## config.mk

```make
export PLATFORM = sky130hd
export DESIGN_NAME = fetch_unit_flat
export DESIGN_NICKNAME = d
export VERILOG_FILES = /design/src/rtl/fetch_if.sv /design/src/rtl/fetch_unit.sv /design/src/flat_wrapper.sv
export SDC_FILE = /design/constraint.sdc
export NUM_CORES = 1
export LEC_CHECK = 0
export CAP_MARGIN = 20
export CELL_PAD_IN_SITES_DETAIL_PLACEMENT = 1
export CELL_PAD_IN_SITES_GLOBAL_PLACEMENT = 1
export CORE_UTILIZATION = 32
export CTS_CLUSTER_DIAMETER = 40
export CTS_CLUSTER_SIZE = 20
export DETAILED_ROUTE_END_ITERATION = 16
export PLACE_DENSITY = 0.73
export SETUP_SLACK_MARGIN = 0.3
export SLEW_MARGIN = 20
export SYNTH_ARGS = -nofsm -noshare
export SYNTH_HDL_FRONTEND = slang
export SYNTH_SLANG_ARGS = --single-unit
export TNS_END_PERCENT = 5
```

## constraint.sdc

```tcl
create_clock -name clk -period 1.5 [get_ports clk]
set_clock_uncertainty 0.2 [all_clocks]
set_input_delay 0.3 -clock clk [delete_from_list [all_inputs] [get_ports clk]]
set_output_delay 0.3 -clock clk [all_outputs]
set_load 0.02 [all_outputs]
```

## src/rtl/fetch_if.sv

```systemverilog
// Instruction-fetch bus bundle between the fetch unit, instruction memory and
// the execute/control stage.
//   imem_req/imem_addr/imem_ack/imem_data : instruction-memory read channel
//   opcode/operand/pc_out/instr_valid     : issued instruction to the decoder
//   ex_ready/src_pc/cond_true             : consume strobe and next-PC control
//   halted                                : illegal opcode seen, fetch stopped
// master = fetch unit side, slave = memory/control side.
interface fetch_if #(
  parameter int unsigned PC_W  = 8,
  parameter int unsigned OPD_W = 8
);
  logic               imem_req;
  logic [PC_W-1:0]    imem_addr;
  logic               imem_ack;
  logic [OPD_W+3:0]   imem_data;
  logic [3:0]         opcode;
  logic [OPD_W-1:0]   operand;
  logic [PC_W-1:0]    pc_out;
  logic               instr_valid;
  logic               ex_ready;
  logic [1:0]         src_pc;
  logic               cond_true;
  logic               halted;

  modport master (
    output imem_req, imem_addr,
    input  imem_ack, imem_data,
    output opcode, operand, pc_out, instr_valid,
    input  ex_ready, src_pc, cond_true,
    output halted
  );

  modport slave (
    input  imem_req, imem_addr,
    output imem_ack, imem_data,
    input  opcode, operand, pc_out, instr_valid,
    output ex_ready, src_pc, cond_true,
    input  halted
  );
endinterface

```

## src/rtl/fetch_unit.sv

```systemverilog
// Fetch unit: reads one instruction word per fetch from instruction memory,
// presents it to the decoder until consumed, then computes the next PC
// (increment, jump, conditional branch or hold). Opcode 4'b0111 is illegal
// and parks the unit in HALT until reset.
// Ports:
//   clk   : sole clock, rising edge
//   rst_n : asynchronous active-low reset
//   bus   : fetch_if master (memory read channel, issue channel, PC control)
module fetch_unit #(
  parameter int unsigned PC_W  = 8,
  parameter int unsigned OPD_W = 8
) (
  input  logic     clk,
  input  logic     rst_n,
  fetch_if.master  bus
);

  localparam int unsigned INSTR_W    = OPD_W + 4;
  localparam logic [3:0]  OP_ILLEGAL = 4'b0111;

  typedef enum logic [1:0] {
    IDLE  = 2'd0,
    FETCH = 2'd1,
    ISSUE = 2'd2,
    HALT  = 2'd3
  } state_t;

  state_t            r_state;
  state_t            w_state_next;
  logic [PC_W-1:0]   r_pc;
  logic [3:0]        r_opcode;
  logic [OPD_W-1:0]  r_operand;
  logic [PC_W-1:0]   r_pc_out;

  logic [3:0]        w_fetch_op;
  logic [PC_W-1:0]   w_pc_inc;
  logic [PC_W-1:0]   w_pc_target;
  logic [PC_W-1:0]   w_pc_next;
  logic              w_req;
  logic              w_valid;
  logic              w_halted;
  logic [PC_W-1:0]   w_addr;

  assign w_fetch_op = bus.imem_data[INSTR_W-1 -: 4];

  // State register
  always_ff @(posedge clk or negedge rst_n) begin
    if (!rst_n) begin
      r_state <= IDLE;
    end else begin
      r_state <= w_state_next;
    end
  end

  // Next state and state-decoded outputs
  always_comb begin
    w_state_next = r_state;
    w_req        = 1'b0;
    w_valid      = 1'b0;
    w_halted     = 1'b0;
    w_addr       = '0;
    unique case (r_state)
      IDLE: begin
        w_state_next = FETCH;
      end
      FETCH: begin
        w_req  = 1'b1;
        w_addr = r_pc;
        if (bus.imem_ack) begin
          w_state_next = (w_fetch_op == OP_ILLEGAL) ? HALT : ISSUE;
        end
      end
      ISSUE: begin
        w_valid = 1'b1;
        if (bus.ex_ready) begin
          w_state_next = FETCH;
        end
      end
      HALT: begin
        w_halted = 1'b1;
      end
      default: begin
        w_state_next = IDLE;
      end
    endcase
  end

  // Next-PC select; increment wraps naturally, jump target is width-cast
  always_comb begin
    w_pc_inc    = r_pc + PC_W'(1);
    w_pc_target = PC_W'(r_operand);
    w_pc_next   = r_pc;
    case (bus.src_pc)
      2'b00:   w_pc_next = w_pc_inc;
      2'b01:   w_pc_next = w_pc_target;
      2'b10:   w_pc_next = bus.cond_true ? w_pc_target : w_pc_inc;
      default: w_pc_next = r_pc;
    endcase
  end

  // Instruction register and PC; ack outside FETCH is ignored
  always_ff @(posedge clk or negedge rst_n) begin
    if (!rst_n) begin
      r_pc      <= '0;
      r_opcode  <= '0;
      r_operand <= '0;
      r_pc_out  <= '0;
    end else begin
      if (r_state == FETCH && bus.imem_ack) begin
        r_opcode  <= w_fetch_op;
        r_operand <= bus.imem_data[OPD_W-1:0];
        r_pc_out  <= r_pc;
      end
      if (r_state == ISSUE && bus.ex_ready) begin
        r_pc <= w_pc_next;
      end
    end
  end

  assign bus.imem_req    = w_req;
  assign bus.imem_addr   = w_addr;
  assign bus.instr_valid = w_valid;
  assign bus.halted      = w_halted;
  assign bus.opcode      = r_opcode;
  assign bus.operand     = r_operand;
  assign bus.pc_out      = r_pc_out;

endmodule

```

## src/flat_wrapper.sv

```systemverilog
// flat-port wrapper written by rule: the top's interface ports become plain ports
module fetch_unit_flat 
#(
  parameter int unsigned PC_W  = 8,
  parameter int unsigned OPD_W = 8
)
  (clk, rst_n, bus_imem_req, bus_imem_addr, bus_imem_ack, bus_imem_data, bus_opcode, bus_operand, bus_pc_out, bus_instr_valid, bus_ex_ready, bus_src_pc, bus_cond_true, bus_halted);
  fetch_if #(.PC_W(PC_W), .OPD_W(OPD_W)) bus_i ();
  input  logic clk;
  input  logic rst_n;
  output wire logic [$bits(bus_i.imem_req)-1:0] bus_imem_req;
  output wire logic [$bits(bus_i.imem_addr)-1:0] bus_imem_addr;
  input wire logic [$bits(bus_i.imem_ack)-1:0] bus_imem_ack;
  input wire logic [$bits(bus_i.imem_data)-1:0] bus_imem_data;
  output wire logic [$bits(bus_i.opcode)-1:0] bus_opcode;
  output wire logic [$bits(bus_i.operand)-1:0] bus_operand;
  output wire logic [$bits(bus_i.pc_out)-1:0] bus_pc_out;
  output wire logic [$bits(bus_i.instr_valid)-1:0] bus_instr_valid;
  input wire logic [$bits(bus_i.ex_ready)-1:0] bus_ex_ready;
  input wire logic [$bits(bus_i.src_pc)-1:0] bus_src_pc;
  input wire logic [$bits(bus_i.cond_true)-1:0] bus_cond_true;
  output wire logic [$bits(bus_i.halted)-1:0] bus_halted;
  assign bus_imem_req = bus_i.imem_req;
  assign bus_imem_addr = bus_i.imem_addr;
  assign bus_i.imem_ack = bus_imem_ack;
  assign bus_i.imem_data = bus_imem_data;
  assign bus_opcode = bus_i.opcode;
  assign bus_operand = bus_i.operand;
  assign bus_pc_out = bus_i.pc_out;
  assign bus_instr_valid = bus_i.instr_valid;
  assign bus_i.ex_ready = bus_ex_ready;
  assign bus_i.src_pc = bus_src_pc;
  assign bus_i.cond_true = bus_cond_true;
  assign bus_halted = bus_i.halted;
  fetch_unit #(.PC_W(PC_W), .OPD_W(OPD_W)) u_core (.clk(clk), .rst_n(rst_n), .bus(bus_i));
endmodule
```

======== After elaboration in Yosys (flattened, before gate mapping) ========
Cells that the tools add are included.
word-level totals
  output and inout port bits .............. 31
  register bits ........................... 30
  word-level logic and storage cells ...... 32
  input bits .............................. 19
cells by class
  add/subtract/negate cells ............... 1
  eq/ne operators ......................... 8
  mux-type cells .......................... 10
  reductions and logical operators ........ 8
operator list
  cell                                                              number
  8-bit one-hot mux with 3 select lines                             1
  8-bit two-way mux                                                 2
  8-bit by 1-bit adder with 8-bit output (second input constant)    1
  2-bit == test (second input constant)                             3
  2-bit one-hot mux with 3 select lines                             1
  3-bit nonzero test                                                2
  2-bit by 1-bit == test with 1-bit output (second input constant)  2
  4-bit by 3-bit == test with 1-bit output (second input constant)  1
  2-bit logical NOT                                                 2
  1-bit two-way mux                                                 4
  2-bit two-way mux                                                 2
  2-bit != test (second input constant)                             2
  3-bit AND reduction                                               1
  1-bit logical AND                                                 2
  2-bit AND reduction                                               1

======== Longest topological paths before layout ========
Gate-level depths: netlist of the first run.
  depth after elaboration ................. 4
  gate-level depth with buffers ........... 6

======== Worst setup path after synthesis of the first run ========
Ideal clock, no wire load.
  path type ............................... in2reg
  from .................................... in bus_src_pc[0]
  to ...................................... reg u_core.r_pc[1]
  cell stages on the path ................. 6
  setup time .............................. 0.126 ns
  path slack .............................. -0.075 ns
  data required time ...................... 1.174 ns
  arrival time ............................ 1.249 ns
  cells stage by stage .................... inv_1 -> ha_1 -> a21o_1 -> clkbuf_1 -> a221oi_1 -> nor2_1
between the ends
  cells in the longest elaborated chain, start to end .. 3
  elaborated cells on any way between the ends .. 6
RTL lines
  element                                                           line                source
  start, declared                                                   flat_wrapper.sv:20  input wire logic [$bits(bus_i.src_pc)-1:0] bus_src_pc;
  2-bit by 1-bit == test with 1-bit output (tied with other cells)  fetch_unit.sv:93    case (bus.src_pc)
  3-bit nonzero test (no line)                                      n/a
  2-bit AND reduction (no line)                                     n/a
  end signal, assigned                                              fetch_unit.sv:115   r_pc <= w_pc_next;
  end, declared                                                     fetch_unit.sv:30    logic [PC_W-1:0] r_pc;
Several ways; a longest one is shown, not always the timed one.
A chain may end at the register's enable or synchronous reset.

======== Final worst setup path of the first run ========
  from .................................... reg u_core.r_state[1]
  to ...................................... out bus_imem_addr[1]
between the ends
  cells in the longest elaborated chain, start to end .. 2
RTL lines
  element                                   line                source
  start, declared                           fetch_unit.sv:28    state_t r_state;
  start signal, assigned                    fetch_unit.sv:51    r_state <= w_state_next;
  2-bit by 1-bit == test with 1-bit output  fetch_unit.sv:62    unique case (r_state)
  8-bit two-way mux                         fetch_unit.sv:62
  end, declared                             flat_wrapper.sv:12  output wire logic [$bits(bus_i.imem_addr)-1:0] bus_imem_addr;
Every way passes these cells.

==> results of run 1 <==
where the power goes:
part           switching (uW)  internal (uW)  leakage [uW]
clock network             346            489     0.0000579
registers                 279           1170      0.000359
logic                    1320           1630      0.000890
total                    1940           3290       0.00131
layout make-up:
type / count / area [sq um] / share of cell area
timing repair buffer: 90 / 861 / 0.319
multi-input combinational: 81 / 851 / 0.315
sequential: 30 / 752 / 0.278
tap: 67 / 83.8 / 0.0310
clock buffer: 5 / 68.8 / 0.0255
inverter: 11 / 46.3 / 0.0171
clock inverter: 3 / 40.0 / 0.0148
path summary, 6_finish.rpt:
kind	from	end	slack, ns	depth (start not counted)
setup / recovery	u_core.r_state[1]	bus_imem_addr[1]	-0.24	4
hold / removal	rst_n	u_core.bus.pc_out[1]	0.18	2
setup reg to reg	u_core.r_state[1]	u_core.bus.pc_out[4]	-0.17	6
hold reg to reg	u_core.bus.opcode[2]	u_core.bus.opcode[2]	0.34	1
max in group asynchronous	rst_n	u_core.r_state[0]	0.74	2
min in group clk	bus_imem_ack	u_core.r_state[0]	0.28	3
timing repair:
action,4_1_cts,5_1_grt
setup buffers,5,0
setup endpoints to repair,60,61
pin swaps,6,3
gates resized for setup,194,11
gates cloned,0,0
sequential cells by signal (all words and copies together), names as in the netlist:
register / flops
u_core.r_state: 2
u_core.r_pc: 8
u_core.bus.opcode: 4
u_core.bus.pc_out: 8
u_core.bus.operand: 8
stage by stage:
stage,worst slack (ns),setup TNS [ns],instances,utilization
final,-0.236,-6.55,287,0.572
after global routing,-0.281,-8.13,287,0.572
after CTS,-0.261,-6.27,287,0.564
after detailed placement,-0.597,-11.99,274,0.518
after global placement,-0.502,-11.20,274,0.518
after floorplan,0.0163,0,127,-
routing by layer:
metal  vias to the layer above  share of wire  routed length [microns]
met1                       693           0.41                     2030
met2                        44           0.52                     2530
met4                         0          0.024                      118
li1                        643              -                        -
met5                         -              0                        0
met3                        11          0.044                      214
cell families (layout without fill, tap and decap cells):
kind of cell | after synthesis | in the layout | synth area share
DFF | 30 | 30 | 0.481
and+or+nand+nor | 30 | 30 | 0.122
AOI/OAI and AO/OA | 27 | 27 | 0.118
muxes | 20 | 20 | 0.192
buffers and inverters | 16 | 109 | 0.0553
adders and majority gates | 4 | 4 | 0.0321
cell usage after synthesis, types with 2 or more instances:
library cell,n
a21oi_1,7
nand3_1,3
buf_6,3
a32oi_1,5
mux2_4,20
inv_1,10
nand4_1,2
o22ai_1,3
dfrtp_1,30
a22oi_1,2
and2_1,4
o21ai_0,4
nor3_1,5
o2bb2ai_1,3
ha_1,4
nor2_1,9
worst max-delay path: cells and delay by family, from the launching register on:
family                 cells  cell delay (ns)
and+or+nand+nor            2             0.25
buffers and inverters      2             0.25
DFF                        1             0.43
==> flow_metrics.py, run 1 <==
metrics = {
    "global_routing": {
        "grtUsageMet3": 0.0619,
        "met2_usage": 0.351,
        "busiest_layer": "met2",
        "overflow": 0,
        "grt_max_degree": 31,
        "grt_pass1_vias": 1491,
        "grt_pass1_wl_mm": 7.82,
        "grt_usage": 0.205,
        "antenna_found_initial": 0,
        "grtUsageMet1": 0.241,
    },
    "cells_and_area": {
        "final_area_sq_um": 2700,
        "final_common_cell": "buf_4",
        "most-common-layout-cells": "buf_4 (38), buf_6 (31), dfrtp_1 (29)",
        "drive_above_1_share": 0.573,
        "diodes": 0,
        "area_growth_pct": 73.1,
        "nFillCells": 480,
        "nets": 242,
    },
    "cts": {
        "cts_buffers": 5,
        "cts.reportedPaths.clkPinSlew_ns": 0.07,
        "htree_levels": 2,
        "cts_buffer_depth": 2,
        "root_buffer": "clkbuf_8",
        "ctsHoldBuffers": 0,
        "cts_sinks": 30,
        "clkLatencyLatePin_ns": 0.29,
        "cts_tree": "yes",
    },
    "routing": {
        "first_iter_violations": 48,
        "drt_wl_total_mm": 4.90,
        "detail-route-antenna-nets": 0,
        "firstDrtPassIters": 10,
        "wl_per_cell_microns": 17.1,
        "dr_total_vias": 1391,
        "drt_drc_violations_left": 2,
        "viasPerCell": 4.85,
    },
    "worst_setup_path": {
        "slowest_stage": "dfrtp_1",
        "arrival_ns": 1.24,
        "crit_type": "reg -> out",
        "end_kind": "primary output",
        "worstPathMaxFanout": 5,
        "path_cells": "buf_6 > nor2_8 > and2_4 > buf_6",
        "cp_common_cell": "buf_6",
        "critical_path.max_stage_delay_ns": 0.43,
        "start_kind": "flop",
        "crit_required_ns": 1.00,
    },
    "sta": {
        "tightest_slew_ns": 0.272,
        "holdWs_ns": 0.178,
        "rsz0062_at_grt": "yes",
        "period_share": 1.16,
        "clock.fmax_mhz": 576,
        "finalMaxSlewViolations": 0,
        "setup_viol": 39,
        "worst_slack_ns": -0.236,
        "hold_viol": 0,
        "fin_crit_ns": 1.74,
        "slew_headroom": 0.818,
    },
    "floorplanning": {
        "start_util": 0.331,
        "coreArea_sq_um": 4720,
        "fp.dieArea_sq_um": 5160,
        "num_io_pins": 50,
        "die-width_microns": 71.9,
        "rows": 25,
        "fp.dieH_microns": 71.9,
    },
    "synthesis": {
        "ys_seq_elements": 30,
        "synth_ff_type": "dfrtp_1",
        "synth_cell_type_count": 29,
        "ys_warn_count": 0,
        "yosysTopAreaCell": "dfrtp_1",
        "synth_edf_count": 0,
        "synth.avg_cell_area_sq_um": 12.3,
        "synthArstFlopShare": 1.00,
        "yosys.area.top_type_share": 0.481,
        "yosysSeqAreaShare": 0.481,
        "syn_inst": 127,
        "yosys-top-cells-area": "dfrtp_1 (48%), mux2_4 (19%), ha_1 (3.2%)",
        "synth_fp_nets": 150,
        "syn_area_sq_um": 1560,
    },
    "power": {
        "irDropWorstVdd_v": 0.000835,
        "p_leak_uw": 0.00131,
        "powerDensity_nw_per_um2": 1940,
        "finalPower_uw": 5240,
    },
    "placement": {
        "placed_cell_area_sq_um": 2450,
        "hpwl_mm": 3.33,
        "port_buffers": 49,
        "routabilityCongestion": 0.868,
    },
    "min_path": {
        "hold_class": "in -> async",
    },
    "run_status": {
        "violations": "design-rule violations, negative setup slack",
        "status": "finished with violations",
    },
    "run": {
        "maxCapViolations": 0,
    },
}
Note: power is estimated with default switching activity, not from simulation.
==> run 2, diff against run 1 <==
--- a/config.mk
+++ b/config.mk
@@ -8,11 +8,12 @@
 export CAP_MARGIN = 20
 export CELL_PAD_IN_SITES_DETAIL_PLACEMENT = 1
 export CELL_PAD_IN_SITES_GLOBAL_PLACEMENT = 1
-export CORE_UTILIZATION = 32
+export CORE_UTILIZATION = 48
 export CTS_CLUSTER_DIAMETER = 40
 export CTS_CLUSTER_SIZE = 20
 export DETAILED_ROUTE_END_ITERATION = 16
-export PLACE_DENSITY = 0.73
+export DONT_BUFFER_PORTS = 1
+export PLACE_DENSITY = 0.75
 export SETUP_SLACK_MARGIN = 0.3
 export SLEW_MARGIN = 20
 export SYNTH_ARGS = -nofsm -noshare
==> constraint.sdc (replaced) <==
create_clock -name clk -period 1.78 [get_ports clk]
set_clock_uncertainty 0.2 [all_clocks]
set_input_delay 0.356 -clock clk [delete_from_list [all_inputs] [get_ports clk]]
set_output_delay 0.356 -clock clk [all_outputs]
set_load 0.02 [all_outputs]
==> run 2 against run 1 <==
The flow finishes with violations (negative setup slack). Clock power is 48% lower. Sequential power is 12% higher. Worst hold slack worse by 0.13 ns. Count of clock-buffer cells in the layout is 2 higher. Total power is 41% lower. Routed wire length is 14% lower. Global-route usage is 6.3 points higher. Largest power group is now registers.
==> flow_metrics.py, run 2 (synthesis results as in run 1) <==
metrics = {
    "worst_setup_path": {
        "end_kind": "primary output",
        "worstPathMaxFanout": 6,
        "arrival_ns": 1.29,
        "crit_required_ns": 1.22,
        "r2r_setup_slack_ns": 0.05,
        "crit_type": "reg -> out",
        "start_kind": "flop",
    },
    "routing": {
        "firstDrtPassIters": 4,
        "drt_wl_total_mm": 4.22,
        "wl_per_cell_microns": 21.2,
        "drt_drc_violations_left": 0,
        "detail-route-antenna-nets": 0,
        "viasPerCell": 5.73,
        "first_iter_violations": 43,
        "dr_total_vias": 1141,
    },
    "cells_and_area": {
        "area_growth_pct": 27.0,
        "drive_above_1_share": 0.413,
        "diodes": 0,
        "nets": 177,
        "final_common_cell": "dfrtp_1",
        "final_area_sq_um": 1980,
        "most-common-layout-cells": "dfrtp_1 (25), mux2_4 (20), dlygate4sd3_1 (15)",
    },
    "cts": {
        "cts_buffer_depth": 2,
        "cts_buffers": 5,
        "cts.reportedPaths.clkPinSlew_ns": 0.09,
        "root_buffer": "clkbuf_4",
        "cts_sinks": 30,
        "cts_tree": "yes",
        "htree_levels": 2,
        "clkLatencyLatePin_ns": 0.33,
    },
    "floorplanning": {
        "num_io_pins": 50,
        "die-width_microns": 59.0,
        "fp.dieArea_sq_um": 3490,
        "rows": 20,
        "fp.dieH_microns": 59.0,
        "start_util": 0.507,
        "coreArea_sq_um": 3080,
    },
    "run_status": {
        "status": "finished with violations",
        "violations": "negative setup slack",
    },
    "sta": {
        "worst_slack_ns": -0.0652,
        "period_share": 1.04,
        "clock.fmax_mhz": 542,
        "setup-tns-final_ns": -0.247,
        "hold_viol": 0,
        "fin_crit_ns": 1.85,
        "finalMaxSlewViolations": 0,
        "slew_headroom": 0.706,
        "setup_viol": 6,
        "tightest_slew_ns": 0.441,
        "rsz0062_at_grt": "yes",
    },
    "placement": {
        "placed_cell_area_sq_um": 1660,
        "port_buffers": 0,
        "hpwl_mm": 2.54,
        "routabilityCongestion": 0.865,
    },
    "global_routing": {
        "overflow": 0,
        "grt_pass1_wl_mm": 6.53,
        "antenna_found_initial": 0,
        "grt_pass1_vias": 1252,
        "grt_usage": 0.268,
        "grt_max_degree": 31,
    },
    "min_path": {
        "hold_class": "in -> reg",
    },
    "power": {
        "p_leak_uw": 0.000909,
        "irDropWorstVdd_v": 0.000895,
        "powerDensity_nw_per_um2": 1560,
        "finalPower_uw": 3100,
    },
    "run": {
        "maxCapViolations": 0,
    },
}
-- run 2: cell count changes in the layout (fill, tap and decap cells not counted), moves of 4 or more --
cell             before  now
dfrtp_2               1    5
buf_4                38    4
dfrtp_1              29   25
clkbuf_4              0    5
clkbuf_8              5    1
buf_6                31    4
dlygate4sd3_1         0   15
clkdlybuf4s50_1      16    0
-- run 2: layout make-up --
type	count	area [sq um]
Fill cell	303	1090
Multi-Input combinational cell	81	802
Sequential cell	30	757
Timing Repair Buffer	25	265
Clock buffer	7	55.1
Tap cell	44	55.1
Inverter	11	43.8
Clock inverter	1	5.00
-- run 2: where the power goes --
| group | switching (uW) | leakage [uW] | internal [uW] | total [uW] |
|---|---|---|---|---|
| sequential | 630 | 0.000355 | 992 | 1620 |
| clock | 241 | 0.0000353 | 191 | 432 |
| combinational | 458 | 0.000519 | 584 | 1040 |
-- run 2: repair_timing --
action,in CTS,in global routing
endpoints found under the hold margin,44,0
setup buffers,1,1
pin swaps,8,6
hold buffers,16,0
gates resized for setup,26,9
endpoints found under the setup margin,39,39
-- run 2: path summary, 6_finish.rpt --
path / startpoint / to / cells after the start
min in group asynchronous: rst_n / u_core.bus.pc_out[5] / 2
hold / removal: bus_imem_ack / u_core.r_state[1] / 2
setup / recovery: u_core.r_state[1] / bus_imem_addr[6] / 2
hold reg to reg: u_core.r_pc[7] / u_core.r_pc[7] / 1
setup reg to reg: u_core.r_state[1] / u_core.r_pc[6] / 5
max in group asynchronous: rst_n / u_core.r_pc[3] / 2
-- run 2: critical path, cell delays in order (launching register included) --
cell     delay, ns
dfrtp_2       0.50
nor2_8        0.24
and2_4        0.22
-- run 2: routing by layer --
layer  part of all wire  wire length (microns)  global-route usage
met5                  0                      0                   0
met4              0.018                     76               0.116
met3              0.064                    270              0.0895
met2               0.52                   2200               0.456
met1               0.40                   1680               0.307
-- run 2: per-stage QoR --
step           std cells  setup slack [ns]  hold slack, ns  utilization
2_1_floorplan        127             0.220          -0.140            -
3_3_place_gp         173             0.117          -0.139        0.539
3_5_place_dp         173            0.0129          -0.139        0.539
4_1_cts              198           -0.0637          0.0116        0.634
5_1_grt              199            -0.106          0.0544        0.644
6_report             199           -0.0652          0.0515        0.644
